**src/rtl/ttt_pkg.sv**
```systemverilog
// Shared definitions for the N x N, K-in-a-row game engine: game-state codes,
// the FSM state type, scan direction deltas and a constant clog2.
package ttt_pkg;

    localparam logic [2:0] GS_P1    = 3'd0;
    localparam logic [2:0] GS_P2    = 3'd1;
    localparam logic [2:0] GS_DRAW  = 3'd2;
    localparam logic [2:0] GS_P1WIN = 3'd3;
    localparam logic [2:0] GS_P2WIN = 3'd4;

    typedef enum logic [1:0] {
        ST_PLAY,
        ST_CHECK,
        ST_OVER
    } state_t;

    // Horizontal, vertical, diagonal, anti-diagonal; the scanner walks each both ways.
    localparam int DIR_DX [4] = '{1, 0, 1,  1};
    localparam int DIR_DY [4] = '{0, 1, 1, -1};

    function automatic int clog2(input int value);
        int result;
        int rem;
        result = 0;
        rem    = value - 1;
        while (rem > 0) begin
            result = result + 1;
            rem    = rem >> 1;
        end
        return result;
    endfunction

endpackage

```
**src/rtl/ttt_win_checker.sv**
```systemverilog
// Sequential line scanner: one board cell per cycle, 4 directions x 2 halves x
// (WIN_K-1) steps, always running the full schedule.
module ttt_win_checker
    import ttt_pkg::*;
#(
    parameter int BOARD_N = 3,
    parameter int WIN_K   = 3,
    localparam int CW     = clog2(BOARD_N),
    localparam int CELLS  = BOARD_N * BOARD_N
) (
    input  logic             clk,
    input  logic             rst,
    input  logic             clear,
    input  logic             start,
    input  logic [CW-1:0]    place_x,
    input  logic [CW-1:0]    place_y,
    input  logic             player,
    input  logic [CELLS-1:0] p1_grid,
    input  logic [CELLS-1:0] p2_grid,
    output logic             done,
    output logic             win
);

    localparam int SW = clog2(WIN_K);
    localparam int RW = clog2(2 * WIN_K);
    localparam int IW = clog2(CELLS);

    logic                 running;
    logic [1:0]           dir;
    logic                 half;
    logic [SW-1:0]        step;
    logic                 alive;
    logic [RW-1:0]        run;
    logic                 win_acc;
    logic                 player_q;
    logic [CW-1:0]        px;
    logic [CW-1:0]        py;
    logic signed [CW:0]   cx;
    logic signed [CW:0]   cy;

    logic                 on_board;
    logic [IW-1:0]        cell_idx;
    logic [CELLS-1:0]     own_grid;
    logic                 hit;
    logic [RW-1:0]        run_next;
    logic                 last_step;
    logic                 dir_win;
    logic [1:0]           dir_nx;
    logic signed [CW:0]   step_dx;
    logic signed [CW:0]   step_dy;

    // The sign bit catches steps below zero, including the overflow past the far edge.
    always_comb begin
        on_board  = !cx[CW] && !cy[CW]
                    && (int'(cx[CW-1:0]) < BOARD_N) && (int'(cy[CW-1:0]) < BOARD_N);
        cell_idx  = IW'(cy[CW-1:0]) * IW'(BOARD_N) + IW'(cx[CW-1:0]);
        own_grid  = player_q ? p2_grid : p1_grid;
        hit       = alive && on_board && own_grid[cell_idx];
        run_next  = run + RW'(hit);
        last_step = (step == SW'(WIN_K - 1));
        dir_win   = ((int'(run_next) + 1) >= WIN_K);
        dir_nx    = dir + 2'd1;
        step_dx   = (CW+1)'(half ? -DIR_DX[dir] : DIR_DX[dir]);
        step_dy   = (CW+1)'(half ? -DIR_DY[dir] : DIR_DY[dir]);
        done      = running && last_step && half && (dir == 2'd3);
        win       = win_acc || (running && last_step && half && dir_win);
    end

    always_ff @(posedge clk or negedge rst) begin
        if (!rst) begin
            running  <= 1'b0;
            dir      <= 2'd0;
            half     <= 1'b0;
            step     <= '0;
            alive    <= 1'b0;
            run      <= '0;
            win_acc  <= 1'b0;
            player_q <= 1'b0;
            px       <= '0;
            py       <= '0;
            cx       <= '0;
            cy       <= '0;
        end else if (clear) begin
            running  <= 1'b0;
        end else if (start) begin
            running  <= 1'b1;
            dir      <= 2'd0;
            half     <= 1'b0;
            step     <= SW'(1);
            alive    <= 1'b1;
            run      <= '0;
            win_acc  <= 1'b0;
            player_q <= player;
            px       <= place_x;
            py       <= place_y;
            cx       <= {1'b0, place_x} + (CW+1)'(DIR_DX[0]);
            cy       <= {1'b0, place_y} + (CW+1)'(DIR_DY[0]);
        end else if (running) begin
            run <= run_next;
            if (!last_step) begin
                step  <= step + SW'(1);
                alive <= hit;
                cx    <= cx + step_dx;
                cy    <= cy + step_dy;
            end else if (!half) begin
                half  <= 1'b1;
                step  <= SW'(1);
                alive <= 1'b1;
                cx    <= {1'b0, px} - (CW+1)'(DIR_DX[dir]);
                cy    <= {1'b0, py} - (CW+1)'(DIR_DY[dir]);
            end else begin
                win_acc <= win_acc || dir_win;
                run     <= '0;
                half    <= 1'b0;
                step    <= SW'(1);
                alive   <= 1'b1;
                dir     <= dir_nx;
                cx      <= {1'b0, px} + (CW+1)'(DIR_DX[dir_nx]);
                cy      <= {1'b0, py} + (CW+1)'(DIR_DY[dir_nx]);
                if (dir == 2'd3) running <= 1'b0;
            end
        end
    end

endmodule

```
**src/rtl/ttt_game_engine.sv**
```systemverilog
// Game core: cursor, both player grids, move count and the PLAY/CHECK/OVER FSM;
// the win scan is delegated to ttt_win_checker.
module ttt_game_engine
    import ttt_pkg::*;
#(
    parameter int BOARD_N     = 3,
    parameter int WIN_K       = 3,
    parameter int CURSOR_WRAP = 1,
    localparam int CW         = clog2(BOARD_N),
    localparam int CELLS      = BOARD_N * BOARD_N
) (
    input  logic             clk,
    input  logic             rst,
    input  logic             btnu,
    input  logic             btnd,
    input  logic             btnl,
    input  logic             btnr,
    input  logic             btns,
    input  logic             new_game,
    output logic [CELLS-1:0] p1_grid,
    output logic [CELLS-1:0] p2_grid,
    output logic [CW-1:0]    cursor_x,
    output logic [CW-1:0]    cursor_y,
    output logic [2:0]       game_state,
    output logic             busy,
    output logic             move_pulse
);

    localparam int MW = clog2(CELLS + 1);
    localparam int IW = clog2(CELLS);
    localparam logic [CW-1:0] CENTER = CW'(BOARD_N / 2);
    localparam logic [CW-1:0] MAXC   = CW'(BOARD_N - 1);

    state_t           state;
    state_t           state_nx;
    logic [MW-1:0]    count;
    logic [MW-1:0]    count_nx;
    logic [CELLS-1:0] p1_nx;
    logic [CELLS-1:0] p2_nx;
    logic [CW-1:0]    cx_nx;
    logic [CW-1:0]    cy_nx;
    logic [2:0]       gs_nx;
    logic             busy_nx;
    logic             pulse_nx;
    logic             check_start;
    logic             chk_done;
    logic             chk_win;
    logic [IW-1:0]    cell_idx;
    logic             occupied;
    logic             player;

    ttt_win_checker #(
        .BOARD_N (BOARD_N),
        .WIN_K   (WIN_K)
    ) u_checker (
        .clk     (clk),
        .rst     (rst),
        .clear   (new_game),
        .start   (check_start),
        .place_x (cursor_x),
        .place_y (cursor_y),
        .player  (player),
        .p1_grid (p1_grid),
        .p2_grid (p2_grid),
        .done    (chk_done),
        .win     (chk_win)
    );

    // new_game dominates; otherwise one button per cycle in PLAY, nothing else in CHECK/OVER.
    always_comb begin
        state_nx    = state;
        count_nx    = count;
        p1_nx       = p1_grid;
        p2_nx       = p2_grid;
        cx_nx       = cursor_x;
        cy_nx       = cursor_y;
        gs_nx       = game_state;
        pulse_nx    = 1'b0;
        check_start = 1'b0;
        cell_idx    = IW'(cursor_y) * IW'(BOARD_N) + IW'(cursor_x);
        occupied    = p1_grid[cell_idx] || p2_grid[cell_idx];
        player      = (game_state == GS_P2);

        if (new_game) begin
            state_nx = ST_PLAY;
            count_nx = '0;
            p1_nx    = '0;
            p2_nx    = '0;
            cx_nx    = CENTER;
            cy_nx    = CENTER;
            gs_nx    = GS_P1;
        end else begin
            case (state)
                ST_PLAY: begin
                    if (btns) begin
                        if (!occupied) begin
                            if (player) p2_nx[cell_idx] = 1'b1;
                            else        p1_nx[cell_idx] = 1'b1;
                            count_nx    = count + MW'(1);
                            pulse_nx    = 1'b1;
                            check_start = 1'b1;
                            state_nx    = ST_CHECK;
                        end
                    end else if (btnu) begin
                        cy_nx = (cursor_y == '0) ? ((CURSOR_WRAP != 0) ? MAXC : cursor_y)
                                                 : cursor_y - 1'b1;
                    end else if (btnd) begin
                        cy_nx = (cursor_y == MAXC) ? ((CURSOR_WRAP != 0) ? '0 : cursor_y)
                                                   : cursor_y + 1'b1;
                    end else if (btnl) begin
                        cx_nx = (cursor_x == '0) ? ((CURSOR_WRAP != 0) ? MAXC : cursor_x)
                                                 : cursor_x - 1'b1;
                    end else if (btnr) begin
                        cx_nx = (cursor_x == MAXC) ? ((CURSOR_WRAP != 0) ? '0 : cursor_x)
                                                   : cursor_x + 1'b1;
                    end
                end
                ST_CHECK: begin
                    if (chk_done) begin
                        if (chk_win) begin
                            gs_nx    = player ? GS_P2WIN : GS_P1WIN;
                            state_nx = ST_OVER;
                        end else if (count == MW'(CELLS)) begin
                            gs_nx    = GS_DRAW;
                            state_nx = ST_OVER;
                        end else begin
                            gs_nx    = player ? GS_P1 : GS_P2;
                            state_nx = ST_PLAY;
                        end
                    end
                end
                ST_OVER: begin
                end
                default: state_nx = ST_PLAY;
            endcase
        end

        busy_nx = (state_nx == ST_CHECK);
    end

    always_ff @(posedge clk or negedge rst) begin
        if (!rst) begin
            state      <= ST_PLAY;
            count      <= '0;
            p1_grid    <= '0;
            p2_grid    <= '0;
            cursor_x   <= CENTER;
            cursor_y   <= CENTER;
            game_state <= GS_P1;
            busy       <= 1'b0;
            move_pulse <= 1'b0;
        end else begin
            state      <= state_nx;
            count      <= count_nx;
            p1_grid    <= p1_nx;
            p2_grid    <= p2_nx;
            cursor_x   <= cx_nx;
            cursor_y   <= cy_nx;
            game_state <= gs_nx;
            busy       <= busy_nx;
            move_pulse <= pulse_nx;
        end
    end

endmodule

```
**config.mk**
```make
export PLATFORM = sky130hd
export DESIGN_NAME = ttt_game_engine
export DESIGN_NICKNAME = d
export VERILOG_FILES = /design/src/rtl/ttt_pkg.sv /design/src/rtl/ttt_win_checker.sv /design/src/rtl/ttt_game_engine.sv
export SDC_FILE = /design/constraint.sdc
export NUM_CORES = 1
export LEC_CHECK = 0
export ABC_CLOCK_PERIOD_IN_PS = 4900
export BUFFER_PORTS_ARGS = -buffer_cell sky130_fd_sc_hd__clkbuf_2
export CORE_MARGIN = 2
export CORE_UTILIZATION = 50
export CTS_BUF_LIST = sky130_fd_sc_hd__clkbuf_2 sky130_fd_sc_hd__clkbuf_4 sky130_fd_sc_hd__clkbuf_8
export DETAILED_ROUTE_END_ITERATION = 8
export PLACE_DENSITY_LB_ADDON = 0.08
export SYNTH_ARGS = -nofsm -noshare
export SYNTH_HDL_FRONTEND = slang
export SYNTH_SLANG_ARGS = --single-unit
```
**constraint.sdc**
```tcl
create_clock -name clk -period 4.9 [get_ports clk]
set_clock_uncertainty 0.05 [all_clocks]
set_input_delay 0.245 -clock clk [delete_from_list [all_inputs] [get_ports clk]]
set_output_delay 0.245 -clock clk [all_outputs]
set_load 0.05 [all_outputs]
```
==> summary.txt <==
Outcome - finished clean
Mean cell area of the mapped netlist - 9.93 um2
Die Y - 87.2 um
Crit path capture type - flip-flop
Most frequent cells in the layout - dfrtp_1, clkbuf_2, a21oi_1, nor2_1, inv_1
Overflow after GRT - 0
GRT Util Overall - 21.4%
Final GP Congestion - 0.833
Leakage power - 0.00175 uW
Buffers & Inverters on Critical Path - 2
Fillcell total - 613
CTS tree - yes
Crit path launch type - flip-flop
Sw power - 678 uW
Hold Buf Count CTS - 0
CP Class - flip-flop to flip-flop
GR peak layer - met2
Routing usage on met1 - 30.9%
Syn nets - 390
Die width - 87.2 um
Crit path DAT - 3950 ps
Net Sw Frac - 41.9%
DP HPWL - 5580 um
Internal power - 942 uW
Tightest Pin Transition - 707 ps
Antenna violations before repair - 0
Hold WC Path Type - input port to async pin
Non-Filler Instances - 462
Clk slew on worst S/H paths - 110 ps
Vias in the first global route - 2,624
M3 GR Usage - 2.75%
Max Clk Rate - 0.261 GHz
CP max FO - 5
Cell Pwr Density - 427 nW/um2
Worst-path cell chain - inv_1, fa_1, inv_1, ha_1, fa_1, nor4_1, o21ai_0, a211oi_1, ha_1, ha_1, xor2_1, o211ai_1, and2_1, o211ai_1, a21oi_1
Unique masters post-synth - 57
Comb pwr share - 46.1%
Synth warn - 0
Area growth, synth to finish - 9.53%
Post-Syn Area - 3460 um2
Final Hold Fails - 0
Max Cap Viol - 0
Post-CTS Resized - 0
Min cycle time layout - 3830 ps
Setup TNS - 0 ps
DR WL/cell - 16.2 um
H-tree levels - 2
Cell family with most CP delay - adder cells
Clock network fraction of total power - 16.1%
Number of flops mapped to enable cells by yosys - 0
VDD IR max - 0.197 mV
Initial core utilization - 51.3%
CP max stage delay - 500 ps
Worst path required time - 5020 ps
RSZ-0062 raised after global routing - no
Final wirelength - 7490 um
Vias per cell - 5.72
Register area share after synthesis - 39.8%
Via count - 2,643
Commonest non-fill, non-tap cell in the layout - dfrtp_1
M2 GR Usage - 34.2%
Post-layout util - 56.2%
Fin worst setup slack - 1070 ps
#FFs+latches synth - 55
Flop pwr share - 37.8%
Multi-input gate area - 1930 um2
Share of cells above drive strength 1 - 16.2%
Worst skew pair latency - 310 ps
IO Port Bufs - 34
First-pass GRT wire length - 12,800 um
Number of DRC markers in iteration 0 - 115
Largest net degree at the start of global routing - 56
Final Cycle Share - 78.2%
Total design power - 1620 uW
Primary FF master, synth - dfrtp_1
Setup repair bufs after CTS - 0
Inst Count DP - 454
IO Pins - 35
CTS buffer count - 5
Relative slew slack - 52.9%
First-pass DRT Iterations - 4
Root Buffer - clkbuf_8
Die Area - 7610 um2
Critical Path Most Common Cell - ha_1
FP Rows - 30
Sequential cell area - 1380 um2
Async SR Flop Fraction - 100%
Core ar. - 6760 um2
Clk buf depth - 2
Pins Over Slew Limit - 0
Final setup fails - 0
Clock Sink Count - 55
Nets - 422
Place WS - 1110 ps
Remaining antenna violation count - 0
Worst path slowest cell - fa_1
# diodes - 0
Syn Inst Count - 349
Drt drc - 0
state kept, by name (all words and copies together) (netlist names), 3 cells and up:
| signal | cells |
|---|---|
| game_state | 3 |
| p1_grid | 9 |
| u_checker.cx | 3 |
| u_checker.run | 3 |
| count | 4 |
| p2_grid | 9 |
| u_checker.cy | 3 |
path summary, 6_finish.rpt:
path,from,end,slack (ps),cells past startpoint
max,u_checker.cy[1]$_DFFE_PN0P_,game_state[1]$_DFFE_PN0P_,1070,15
min,rst,cursor_y[1]$_DFFE_PN0P_,3,2
max reg2reg,u_checker.cy[1]$_DFFE_PN0P_,game_state[1]$_DFFE_PN0P_,1070,15
min reg2reg,u_checker.px[0]$_DFFE_PN0P_,u_checker.px[0]$_DFFE_PN0P_,460,1
max in group asynchronous,rst,u_checker.win_acc$_DFFE_PN0P_,4320,2
min in group clk,btnl,cursor_x[0]$_DFFE_PN1P_,240,3
cell type report:
class	count	area share, %
multi-input cells	254	50.8
flip-flops and latches	55	36.3
repair buffers	36	4.88
inverters	29	2.87
well taps	80	2.64
clock buffers	6	2.01
clock inverters	2	0.429
worst reg2reg max path: stages, from the launching register on:
cell and delay, ps:
dfrtp_1 480, inv_1 90, fa_1 500, inv_1 40
ha_1 200, fa_1 480, nor4_1 240, o21ai_0 120
a211oi_1 320, ha_1 220, ha_1 180, xor2_1 190
o211ai_1 140, and2_1 190, o211ai_1 170, a21oi_1 90
per-layer routing:
metal	vias up	wire length (um)	part of all wire, %
met1	1287	3670	49
met2	51	3490	47
met4	0	119	1.6
met3	11	215	2.9
li1	1294	-	-
met5	-	0	0
cells in the mapped netlist (6+ instances only):
cell type	n	area, um2
dfrtp_1	53	1330
a21oi_1	32	160
nor2_1	32	120
inv_1	27	101
ha_1	25	313
nand2_1	22	82.6
mux2i_1	16	160
nand3_1	12	60.1
fa_1	8	160
o211ai_1	8	60.1
nor2b_1	7	43.8
o21ai_0	7	35.0
clkbuf_1	6	22.5
o2bb2ai_1	6	52.6
power groups by stage:
stage | combinational (uW) | clock [uW] | sequential, uW
after floorplan | 554 | 0 | 640
after global placement | 728 | 0 | 618
after detailed placement | 747 | 0 | 622
after CTS | 750 | 271 | 613
after global routing | 845 | 291 | 624
final | 747 | 261 | 612
per-stage QoR:
step | cell area [um2] | hold slack (ps)
after global placement | 3700 | 385
after global routing | 3790 | 96.1
after floorplan | 3460 | -101
final | 3790 | 2.95
after CTS | 3790 | 40.4
after detailed placement | 3700 | 383
kinds of logic after synthesis:
kind of cell,count (synthesis),synth area share [%]
AO/OA/AOI/OAI,76,14.6
XOR/XNOR,7,1.77
buffers and inverters,40,4.51
adder cells (fa/ha/maj),33,13.7
multiplexers,28,9.50
flip-flops,55,39.8
AND/OR/NAND/NOR,110,16.2
Power figures use the tool's default switching activity.
